### src/rtl/pkg_display.sv
// Shared 7-segment display definitions: segment patterns, widths and scan states.
package pkg_display;

  localparam int unsigned SEG_W   = 7;
  localparam int unsigned AN_W    = 2;
  localparam int unsigned BCD_W   = 4;
  localparam int unsigned PRESC_W = 16;

  // Segment patterns, active-high, ordered {g,f,e,d,c,b,a}
  localparam logic [SEG_W-1:0] SEG_0     = 7'h3F;
  localparam logic [SEG_W-1:0] SEG_1     = 7'h06;
  localparam logic [SEG_W-1:0] SEG_2     = 7'h5B;
  localparam logic [SEG_W-1:0] SEG_3     = 7'h4F;
  localparam logic [SEG_W-1:0] SEG_4     = 7'h66;
  localparam logic [SEG_W-1:0] SEG_5     = 7'h6D;
  localparam logic [SEG_W-1:0] SEG_6     = 7'h7D;
  localparam logic [SEG_W-1:0] SEG_7     = 7'h07;
  localparam logic [SEG_W-1:0] SEG_8     = 7'h7F;
  localparam logic [SEG_W-1:0] SEG_9     = 7'h6F;
  localparam logic [SEG_W-1:0] SEG_BLANK = 7'h00;

  typedef enum logic {
    UNI = 1'b0,
    DEZ = 1'b1
  } digit_e;

endpackage

### src/rtl/decod_7seg.sv
// Combinational BCD to 7-segment decoder, active-high; 10..15 decode to blank.
module decod_7seg
  import pkg_display::*;
(
  input  logic [BCD_W-1:0] bcd_i,
  output logic [SEG_W-1:0] seg_c
);

  always_comb begin
    seg_c = SEG_BLANK;
    case (bcd_i)
      4'd0:    seg_c = SEG_0;
      4'd1:    seg_c = SEG_1;
      4'd2:    seg_c = SEG_2;
      4'd3:    seg_c = SEG_3;
      4'd4:    seg_c = SEG_4;
      4'd5:    seg_c = SEG_5;
      4'd6:    seg_c = SEG_6;
      4'd7:    seg_c = SEG_7;
      4'd8:    seg_c = SEG_8;
      4'd9:    seg_c = SEG_9;
      default: seg_c = SEG_BLANK;
    endcase
  end

endmodule

### src/rtl/exibidor_7seg_mux.sv
// Two-digit multiplexed 7-segment driver for a 0..15 count, with tens blanking
// and a frame-latched display value.
module exibidor_7seg_mux
  import pkg_display::*;
#(
  parameter int unsigned DIV        = 50000,
  parameter bit          ACTIVE_LOW = 1'b1
) (
  input  logic             clk,
  input  logic             rst,
  input  logic [BCD_W-1:0] count,
  output logic [SEG_W-1:0] seg,
  output logic [AN_W-1:0]  an,
  output logic             dp
);

  // XOR masks turning active-high patterns into pin polarity; also the idle levels
  localparam logic [SEG_W-1:0] SEG_OFF = {SEG_W{ACTIVE_LOW}};
  localparam logic [AN_W-1:0]  AN_OFF  = {AN_W{ACTIVE_LOW}};

  logic [PRESC_W-1:0] presc_q, presc_d;
  digit_e             digit_q, digit_d;
  logic [BCD_W-1:0]   held_q, held_d;
  logic [SEG_W-1:0]   seg_q, seg_d;
  logic [AN_W-1:0]    an_q, an_d;

  logic               tick_c;
  logic               tens_c;
  logic [BCD_W-1:0]   units_c;
  logic [BCD_W-1:0]   dec_in_c;
  logic [SEG_W-1:0]   dec_seg_c;
  logic [SEG_W-1:0]   seg_ah_c;
  logic [AN_W-1:0]    an_ah_c;

  // Binary to BCD split and selection of the digit being scanned
  always_comb begin
    tens_c   = (held_q >= BCD_W'(10));
    units_c  = tens_c ? (held_q - BCD_W'(10)) : held_q;
    dec_in_c = (digit_q == UNI) ? units_c : BCD_W'(1);
  end

  decod_7seg u_decod (
    .bcd_i (dec_in_c),
    .seg_c (dec_seg_c)
  );

  always_comb begin
    tick_c   = (presc_q == PRESC_W'(DIV - 1));
    presc_d  = tick_c ? '0 : presc_q + PRESC_W'(1);
    digit_d  = digit_q;
    held_d   = held_q;
    seg_ah_c = SEG_BLANK;
    an_ah_c  = '0;

    if (tick_c) begin
      digit_d = (digit_q == UNI) ? DEZ : UNI;
      // New value is only accepted at the frame boundary so a frame never mixes two counts
      if (digit_q == DEZ) begin
        held_d = count;
      end
    end

    if (digit_q == UNI) begin
      seg_ah_c = dec_seg_c;
      an_ah_c  = 2'b01;
    end else if (tens_c) begin
      seg_ah_c = dec_seg_c;
      an_ah_c  = 2'b10;
    end

    seg_d = seg_ah_c ^ SEG_OFF;
    an_d  = an_ah_c ^ AN_OFF;
  end

  always_ff @(posedge clk or negedge rst) begin
    if (!rst) begin
      presc_q <= '0;
      digit_q <= UNI;
      held_q  <= '0;
      seg_q   <= SEG_OFF;
      an_q    <= AN_OFF;
    end else begin
      presc_q <= presc_d;
      digit_q <= digit_d;
      held_q  <= held_d;
      seg_q   <= seg_d;
      an_q    <= an_d;
    end
  end

  assign seg = seg_q;
  assign an  = an_q;
  assign dp  = ACTIVE_LOW;

endmodule

### config.mk
export PLATFORM = sky130hd
export DESIGN_NAME = exibidor_7seg_mux
export DESIGN_NICKNAME = d
export VERILOG_FILES = /design/src/rtl/pkg_display.sv /design/src/rtl/decod_7seg.sv /design/src/rtl/exibidor_7seg_mux.sv
export SDC_FILE = /design/constraint.sdc
export NUM_CORES = 1
export LEC_CHECK = 0
export ABC_AREA = 1
export CAP_MARGIN = 20
export CORE_ASPECT_RATIO = 0.8
export CORE_MARGIN = 3
export CORE_UTILIZATION = 50
export DETAILED_ROUTE_END_ITERATION = 6
export GPL_TIMING_DRIVEN = 0
export PLACE_DENSITY = 0.8
export SLEW_MARGIN = 20
export SYNTH_ARGS = -nofsm -noshare
export SYNTH_HDL_FRONTEND = slang
export SYNTH_SLANG_ARGS = --single-unit
### constraint.sdc
create_clock -name clk -period 1.3 [get_ports clk]
set_input_delay 0.195 -clock clk [delete_from_list [all_inputs] [get_ports clk]]
set_output_delay 0.195 -clock clk [all_outputs]
set_load 0.01 [all_outputs]
==> metrics.txt, run 1 <==
CP bufs+invs 1; Sink Count 30; most common cell after layout, fill and taps aside nand2_1; TritonCTS clock tree built; Slew @ Worst Pin 0.6466 ns; Reg clk slew, reported paths 0.07 ns; fin cells 279; Final Hold Violating Endpoints 0; gp weighted congestion 0.8695; Via density 5.355; most frequent cell on the critical path nand2_2; HPWL Detailed 2041 µm; IO buf count 14; Setup Skew 0.004508 ns; NetSw 0.3905 mW; Slew Limit Fails 0; Peak supply drop 905.8 µV; Die Y 57.04 µm; violated checks negative setup slack; #FFs+latches synth 30; Rows 17; drc violations 0; final wirelength 4118 µm; Avg Synthesized Cell Area 8.099 µm²; Post-Syn Nets 214; Die X-Extent 69.79 µm; drt wl/cell 14.76 µm; initial cell density of the core 0.5546; outcome finished with violations; Clock power frac 0.550; placed cell count 253; mapped cell area 0.001628 mm²; Power Dens Cells 936.3 mW/mm²; Sequential Power Share 0.433; RSZ-0062 raised after global routing yes; Logic pwr share 0.016; Starting DRT DRC Count 109; FMAX 702.5 MHz; Int Pwr 1.767 mW; Tmin final 1.424 ns; relative slew slack 0.5689; initial antenna violation count 0; DIE AREA 0.003980 mm²; CP peak stage delay 0.46 ns; Setup WS post-layout -0.1236 ns; register area share after synthesis 0.4681; Fin Hold WS 0.4599 ns; first-pass GRT wire length 5823 µm; share of layout cells above drive strength 1 0.4149; H-tree depth 2; max-cap viol count 0; Required @ worst endpoint 1.51 ns; Worst path slowest cell dfrtp_2; Critical Path Start Type flip-flop; final core utilization 0.7852; # setup viols final 23; Synth cell types 26; Hold/Removal Path Class input pin to asynchronous set/reset pin; Longest Clk Path Bufs 2; vias in the first global route 1266; commonest non-fill, non-tap cells in the layout 36 x nand2_1, 22 x nor2_1, 19 x dfrtp_1; Setup crit end kind flip-flop; core box area 0.002935 mm²; Vias 1494; Synth Warn # 0; gr usage total 0.1873; crit share post-route 1.095; GRT Residual Overflow 0; largest net degree at the start of global routing 31; Worst-Skew Late Latency 0.29 ns; Layout area overhead 41.58%; TritonCTS Buffers 5; crit path DAT 1.63 ns; Max Fanout on Critical Path 6; antenna viol nets, final 0; clock tree root buffer cell clkbuf_8; CP Class flip-flop to flip-flop; num ports 16; crit-path cells inv_2 > ha_4 > nand2_2 > nand2_2 > nor2_4 > nand2_2 > nand3_1 > nand3_1; fin nets 253; DRT Pass-1 Iters 4; antenna cell count 0; synthesized instance count 201; critical path's top delay family simple AND/OR/NAND/NOR gates; sw frac 0.1810; leak pwr 1.098 nW
Yosys cell counts:
master | number | area [µm²]
nand2_2 | 2 | 12.51
buf_4 | 2 | 15.01
inv_2 | 1 | 3.750
or2_2 | 2 | 12.51
o21bai_1 | 2 | 15.01
buf_2 | 1 | 5.000
inv_1 | 21 | 78.83
xor2_1 | 8 | 70.07
dfstp_2 | 9 | 236.5
a21o_1 | 1 | 7.510
dfrtp_1 | 21 | 525.5
nand3_2 | 1 | 10.01
o21ai_1 | 1 | 5.000
ha_1 | 7 | 87.58
nand2_1 | 49 | 183.9
xnor2_1 | 1 | 8.760
conb_1 | 1 | 3.750
nand3_1 | 17 | 85.08
nand4_1 | 8 | 50.05
nor2_4 | 2 | 22.52
nor2_2 | 4 | 25.02
a21oi_1 | 3 | 15.01
o21ai_0 | 4 | 20.02
nor2_1 | 31 | 116.4
o21ai_2 | 1 | 8.760
clkinv_1 | 1 | 3.750
cell type report:
class | instances | area, µm²
Buffer | 3 | 26.28
Clock buffer | 6 | 82.58
Clock inverter | 2 | 60.06
Fill cell | 196 | 630.6
Inverter | 23 | 93.84
Multi-Input combinational cell | 146 | 960.9
Sequential cell | 30 | 764.5
Tap cell | 38 | 47.55
Timing Repair Buffer | 31 | 269.0
state kept, by name, summed over array words and instances (netlist names):
name	count
an	2
digit_q	1
held_q	4
presc_q	16
seg	7
layer usage:
metal / share of wire / GRT usage / vias up
li1: - / - / 712
met1: 0.43 / 0.2480 / 711
met2: 0.48 / 0.2813 / 59
met3: 0.068 / 0.04754 / 12
met4: 0.025 / 0.1066 / 0
met5: 0 / 0 / -
what timing repair did:
item / in CTS / in global routing
gates cloned: 0 / 1
resized for setup: 31 / 42
pin swaps: 10 / 19
buffers inserted: 12 / 5
endpoints found under the hold margin: 21 / 0
hold buffers: 1 / 0
setup endpoints to repair: 32 / 26
final timing paths:
kind / start / end / slack (ns) / depth (start not counted)
hold / removal: rst / held_q[2] / 0.46 / 2
setup reg to reg: held_q[1] / seg[5] / -0.12 / 8
max in group asynchronous: rst / held_q[3] / 0.38 / 2
setup / recovery: held_q[1] / seg[5] / -0.12 / 8
hold reg to reg: digit_q / an[0] / 0.51 / 1
min in group clk: count[3] / held_q[3] / 0.46 / 3
power by group through the flow:
stage	registers (mW)	logic (mW)	clock network, mW
2_1_floorplan	0.951	0.00349	0
3_3_place_gp	0.951	0.0360	0
3_5_place_dp	0.951	0.0346	0
4_1_cts	0.935	0.0370	1.19
5_1_grt	0.934	0.0405	1.25
6_report	0.935	0.0354	1.19
stage by stage:
step / worst slack (ns) / power, mW / TNS (ns) / area, µm²
final: -0.1236 / 2.158 / -1.630 / 2305
after global routing: -0.2026 / 2.227 / -3.592 / 2305
after CTS: -0.09001 / 2.163 / -0.7843 / 2140
after detailed placement: -0.1618 / 0.9858 / -2.698 / 1829
after global placement: -0.4422 / 0.9872 / -13.41 / 1834
after floorplan: -0.007391 / 0.9549 / -0.009952 / 1647
cells by family (layout without fill, tap and decap cells):
kind of cell / after synthesis / count (layout) / share of synthesized area
AO/OA/AOI/OAI: 12 / 13 / 0.04381
XOR/XNOR: 9 / 9 / 0.04843
adder cells (fa/ha/maj): 7 / 7 / 0.05380
buffers and inverters: 26 / 65 / 0.06533
flip-flops: 30 / 30 / 0.4681
other: 1 / 1 / 0.002304
AND/OR/NAND/NOR: 116 / 116 / 0.3182
No activity file was read; power rests on OpenSTA's default activity.
==> run 2, diff against run 1 <==
--- a/config.mk
+++ b/config.mk
@@ -13,6 +13,7 @@
 export DETAILED_ROUTE_END_ITERATION = 6
 export GPL_TIMING_DRIVEN = 0
 export PLACE_DENSITY = 0.8
+export RECOVER_POWER = 25
 export SLEW_MARGIN = 20
 export SYNTH_ARGS = -nofsm -noshare
 export SYNTH_HDL_FRONTEND = slang
==> metrics.txt, run 2 (synthesis gave the netlist of run 1 again) <==
FF-to-FF End seg[5]; Die Y 57.04 µm (unchanged); largest net degree at the start of global routing 31 (unchanged); antenna viol nets, final 0 (unchanged); Max Fanout on Critical Path 6 (unchanged); HPWL Detailed 2041 µm (unchanged); gr usage total 0.1873 (unchanged); vias in the first global route 1266 (unchanged); Peak supply drop 905.8 µV (about the same); Worst path slowest cell dfrtp_2; TritonCTS Buffers 5 (unchanged); outcome finished with violations; Starting DRT DRC Count 111 (+1.8%); Reg with most FFs presc_q; fin cells 279 (unchanged); Hold/Removal Path Class input pin to flip-flop; GRT Residual Overflow 0 (unchanged); initial antenna violation count 0 (unchanged); Setup Skew 0.004514 ns (+0.000005550 ns); gp weighted congestion 0.8695 (unchanged); clock tree root buffer cell clkbuf_8; total negative slack -1.622 ns (+0.008460 ns); Slew @ Worst Pin 0.7195 ns (+0.07287 ns); max-cap viol count 0 (unchanged); relative slew slack 0.5203 (-0.04858); most common cell after layout, fill and taps aside nand2_1; Longest Clk Path Bufs 2 (unchanged); Via density 5.351 (about the same); area occupied by registers 764.5 µm² (unchanged); # setup viols final 23 (unchanged); Tot Pwr 2.158 mW (about the same); Setup WS post-layout -0.1217 ns (+0.001848 ns); Critical Path Start Type flip-flop; R2R depth 8 (unchanged); drt wl/cell 14.72 µm (-0.27%); num ports 16 (unchanged); Vias 1493 (-0.067%); drc violations 0 (unchanged); Final Hold Violating Endpoints 0 (unchanged); Worst-Skew Late Latency 0.29 ns (about the same); Power Dens Cells 936.3 mW/mm² (about the same); DRT Pass-1 Iters 4 (unchanged); Fillers 196 (unchanged); H-tree depth 2 (unchanged); initial cell density of the core 0.5546 (unchanged); Worst setup endpoint seg[5]; crit share post-route 1.094 (-0.001422); worst reg2reg setup slack -0.12 ns (about the same); CP Class flip-flop to flip-flop; leak pwr 1.098 nW (about the same); fin nets 253 (unchanged); most frequent cell on the critical path nand2_2; Fin Hold WS 0.4599 ns (-0.000004000 ns); FMAX 703.4 MHz (+0.13%); antenna cell count 0 (unchanged); crit path DAT 1.63 ns (about the same); Rows 17 (unchanged); final wirelength 4107 µm (-0.27%); IO buf count 14 (unchanged); DIE AREA 0.003980 mm² (unchanged); R2R Path Start held_q[1]; RSZ-0062 raised after global routing yes; Die X-Extent 69.79 µm (unchanged); critical path launch point held_q[1]; CP peak stage delay 0.46 ns (about the same); Setup crit end kind flip-flop; Layout area overhead 41.58% (unchanged); TritonCTS clock tree built; share of layout cells above drive strength 1 0.4149 (unchanged); area of the multi-input gates 960.9 µm² (unchanged); commonest non-fill, non-tap cells in the layout 36 x nand2_1, 22 x nor2_1, 19 x dfrtp_1; first-pass GRT wire length 5823 µm (unchanged); Reg clk slew, reported paths 0.07 ns (about the same); Required @ worst endpoint 1.51 ns (about the same); Largest register FFs 16 (unchanged); placed cell count 253 (unchanged); core box area 0.002935 mm² (unchanged); Tmin final 1.422 ns (-0.001848 ns); crit-path cells inv_2 > ha_4 > nand2_2 > nand2_2 > nor2_4 > nand2_2 > nand3_1 > nand3_1; Slew Limit Fails 0 (unchanged); Sink Count 30 (unchanged); violated checks negative setup slack
-- run 2: cell types whose count changed in the layout (fill, tap and decap cells not counted) --
cell / previous run / this run
clkbuf_2: 0 / 1
buf_2: 1 / 0
buf_4: 13 / 12
clkbuf_4: 1 / 2
-- run 2: what timing repair did --
item,CTS,global route
endpoints found under the hold margin,21,0
resized for setup,31,42
cloned,0,1
hold buffers,1,0
endpoints found under the setup margin,32,26
pin swaps,10,19
setup buffers,12,5
-- run 2: area by class of cell --
class / instances / share of cell area
multi-input cells: 146 / 0.4169
flip-flops and latches: 30 / 0.3317
repair buffers: 31 / 0.1167
inverters: 23 / 0.04072
clock buffers: 6 / 0.03583
clock inverters: 2 / 0.02606
well taps: 38 / 0.02063
plain buffers: 3 / 0.01140
-- run 2: stage by stage --
stage	utilization	worst slack [ns]	area, µm²
final	0.7852	-0.1217	2305
after global routing	0.7852	-0.2026	2305
after CTS	0.7289	-0.09001	2140
after detailed placement	0.6232	-0.1618	1829
after global placement	0.6249	-0.4422	1834
after floorplan	-	-0.007391	1647
-- run 2: power by group --
group	switching, mW	internal (mW)
registers	0	0.935
clock network	0.370	0.817
logic	0.0202	0.0152
-- run 2: how the worst min path moves through the flow --
stage | startpoint | to | slack, ns | depth (start not counted)
after floorplan | rst | digit_q | -0.10 | 0
after detailed placement | rst | presc_q[13] | 0.26 | 1
after CTS | count[3] | held_q[3] | 0.47 | 3
final | count[3] | held_q[3] | 0.46 | 3
after global placement | digit_q | an[0] | 0.40 | 0
after global routing | count[3] | held_q[3] | 0.47 | 3
-- run 2: critical path: cells and delay by family (launching register included) --
kind | cells | cell delay [ns]
buf+inv | 1 | 0.10
fa+ha+maj | 1 | 0.21
flops | 1 | 0.46
simple gates | 6 | 0.57
-- run 2: per-layer routing --
| metal | global-route usage | part of all wire | vias up |
|---|---|---|---|
| li1 | - | - | 712 |
| met1 | 0.2480 | 0.43 | 711 |
| met2 | 0.2813 | 0.48 | 58 |
| met3 | 0.04754 | 0.066 | 12 |
| met4 | 0.1066 | 0.025 | 0 |
| met5 | 0 | 0 | - |
==> run 3, diff against run 2 <==
--- a/config.mk
+++ b/config.mk
@@ -5,14 +5,14 @@
 export SDC_FILE = /design/constraint.sdc
 export NUM_CORES = 1
 export LEC_CHECK = 0
-export ABC_AREA = 1
+export ABC_AREA = 0
 export CAP_MARGIN = 20
-export CORE_ASPECT_RATIO = 0.8
+export CORE_ASPECT_RATIO = 1.4
 export CORE_MARGIN = 3
 export CORE_UTILIZATION = 50
 export DETAILED_ROUTE_END_ITERATION = 6
 export GPL_TIMING_DRIVEN = 0
-export PLACE_DENSITY = 0.8
+export PLACE_DENSITY = 0.81
 export RECOVER_POWER = 25
 export SLEW_MARGIN = 20
 export SYNTH_ARGS = -nofsm -noshare
==> metrics.txt, run 3 <==
outcome finished with violations; violated checks negative setup slack; critical path launch point presc_q[6]; NetSw 0.4840 mW (+24%); Vias 1228 (-18%); Synth area leader dfrtp_1; DRT Pass-1 Iters 4 (unchanged); IO buf count 14 (unchanged); Sink Count 30 (unchanged); Power Dens Cells 927.8 mW/mm² (-0.91%); most common cell after layout, fill and taps aside buf_4; Clock power frac 0.376 (-0.174); DIE AREA 0.003756 mm² (-5.6%); FMAX 574.8 MHz (-18%); max-cap viol count 0 (unchanged); final core utilization 0.7657 (-0.01951); placed cell count 192 (-24%); Setup WS post-layout -0.4399 ns (-0.3181 ns); RSZ-0062 raised after global routing yes; initial cell density of the core 0.5296 (-0.02500); Sequential Power Share 0.490 (+0.057); area occupied by registers 767.0 µm² (+0.33%); Fillers 175 (-11%); synthesized instance count 141 (-30%); Final Hold Violating Endpoints 0 (unchanged); vias in the first global route 1187 (-6.2%); Die X-Extent 52.66 µm (-25%); H-tree depth 2 (unchanged); initial antenna violation count 0 (unchanged); drt wl/cell 16.42 µm (+12%); Critical Path Start Type flip-flop; Synth cell types 39 (+50%); Layout area overhead 44.58%; Starting DRT DRC Count 25 (-77%); Peak supply drop 927.1 µV (+2.4%); clock tree root buffer cell clkbuf_8; crit-path cells or4b_4 > nor4_4 > nand2_2 > mux2_4; Post-synth ARST share 1.000 (unchanged); Max Fanout on Critical Path 5 (-1); GRT Residual Overflow 0 (unchanged); R2R Path Start presc_q[6]; final wirelength 3694 µm (-10%); commonest cells in the netlist 21 x dfrtp_1, 13 x nand2_1, 11 x nor2_1; TritonCTS Buffers 5 (unchanged); relative slew slack 0.5262 (+0.005872); TritonCTS clock tree built; Post-synth EDFFs 0 (unchanged); Yosys top cell area share 0.3448 (+0.02200); top-count cell post-synth dfrtp_1; antenna cell count 0 (unchanged); register area share after synthesis 0.5000 (+0.03190); share of layout cells above drive strength 1 0.5000 (+0.08506); Hold/Removal Path Class input pin to asynchronous set/reset pin; Avg Synthesized Cell Area 10.81 µm² (+33%); dominant cells by area after synthesis dfrtp_1 34%, dfstp_2 16%, ha_1 5.7%, xor2_1 4.6%, mux2_4 3.9%; CP peak stage delay 0.50 ns (+0.04 ns); ys flop type dfrtp_1; Slew @ Worst Pin 0.7107 ns (-0.008808 ns); gr usage total 0.2028 (+0.01547); crit share post-route 1.338 (+0.2447); #FFs+latches synth 30 (unchanged); gp weighted congestion 0.8205 (-5.6%); Slew Limit Fails 0 (unchanged); leak pwr 1.013 nW (-7.7%); Int Pwr 1.560 mW (-12%); sw frac 0.2367 (+0.05579); Reg with most FFs presc_q; core box area 0.002878 mm² (-2.0%); Setup crit end kind flip-flop; Required @ worst endpoint 1.47 ns (-0.04 ns); Synth Warn # 0 (unchanged); Logic pwr share 0.135 (+0.119); largest net degree at the start of global routing 31 (unchanged); num ports 16 (unchanged); Post-Syn Nets 154 (-28%); # setup viols final 24 (+4.3%); Setup Skew 0.01110 ns (+0.006585 ns); fin nets 200 (-21%); Longest Clk Path Bufs 2 (unchanged); drc violations 0 (unchanged); Fin Hold WS 0.4877 ns (+0.02783 ns); dpl ws -0.5666 ns (-0.4047 ns); area of the multi-input gates 922.1 µm² (-4.0%); mapped cell area 0.001524 mm² (-6.4%); Reg clk slew, reported paths 0.07 ns (about the same); commonest non-fill, non-tap cells in the layout 23 x buf_4, 17 x dfrtp_1, 11 x nand2_1; antenna viol nets, final 0 (unchanged); Die Y 71.33 µm (+25%); fin cells 225 (-19%); crit path DAT 1.90 ns (+0.27 ns); first-pass GRT wire length 5492 µm (-5.7%); Worst path slowest cell or4b_4; Tmin final 1.740 ns (+0.3181 ns); CP Class flip-flop to flip-flop; Rows 23 (+6); Via density 5.458 (+2.0%); HPWL Detailed 2149 µm (+5.3%); Largest register FFs 16 (unchanged); Worst-Skew Late Latency 0.29 ns (about the same)
-- run 3: final cells by class --
| class | count | share of cell area |
|---|---|---|
| clock buffers | 8 | 0.04089 |
| multi-input cells | 101 | 0.4185 |
| flip-flops and latches | 30 | 0.3481 |
| well taps | 37 | 0.02101 |
| repair buffers | 39 | 0.1476 |
| plain buffers | 3 | 0.01193 |
| inverters | 7 | 0.01193 |
-- run 3: timing repair --
action,in CTS,in global routing
cloned,0,0
endpoints found under the hold margin,21,0
resized for setup,21,32
hold buffers,1,0
setup buffers,7,17
setup endpoints to repair,32,26
pin swaps,6,18
-- run 3: per-layer routing --
metal	wire, µm	global-route usage	vias up	part of all wire
met3	124	0.06445	6	0.034
met5	0	0	-	0
met1	1537	0.2305	617	0.42
met2	1968	0.3260	30	0.53
met4	63	0.1193	0	0.017
li1	-	-	575	-
-- run 3: power groups by stage --
| stage | Sequential, mW | Combinational, mW | Clock (mW) |
|---|---|---|---|
| after floorplan | 1.03 | 0.114 | 0 |
| after global placement | 1.02 | 0.224 | 0 |
| after detailed placement | 1.02 | 0.231 | 0 |
| after CTS | 1.00 | 0.215 | 0.782 |
| after global routing | 1.00 | 0.298 | 0.832 |
| final | 1.00 | 0.275 | 0.768 |
-- run 3: critical path: cells and delay by family, from the launching register on --
kind             cells  cell delay [ns]
and+or+nand+nor      3             0.87
muxes                1             0.33
DFF                  1             0.44
-- run 3: worst paths after layout --
check	end	slack (ns)	depth (start not counted)
worst max-delay path	held_q[2]	-0.44	4
worst max register to register	held_q[2]	-0.44	4
worst min register to register	held_q[0]	0.52	1
worst min-delay path	presc_q[12]	0.49	2
max in group asynchronous	presc_q[8]	0.30	2
min in group clk	held_q[0]	0.52	1
-- run 3: through the flow --
stage | setup TNS [ns] | area (µm²) | power [mW]
2_1_floorplan | -4.538 | 1583 | 1.144
3_3_place_gp | -16.01 | 1769 | 1.240
3_5_place_dp | -8.645 | 1764 | 1.249
4_1_cts | -6.981 | 1957 | 1.998
5_1_grt | -8.143 | 2203 | 2.134
6_report | -6.597 | 2203 | 2.044
-- run 3: logic make-up after synthesis --
family,after synthesis,share of synthesized area
xor+xnor,13,0.07471
flops,30,0.5000
other cells,1,0.002461
mux,5,0.04680
simple gates,59,0.2200
buf+inv,10,0.02874
fa+ha+maj,7,0.05747
compound gates,16,0.06979
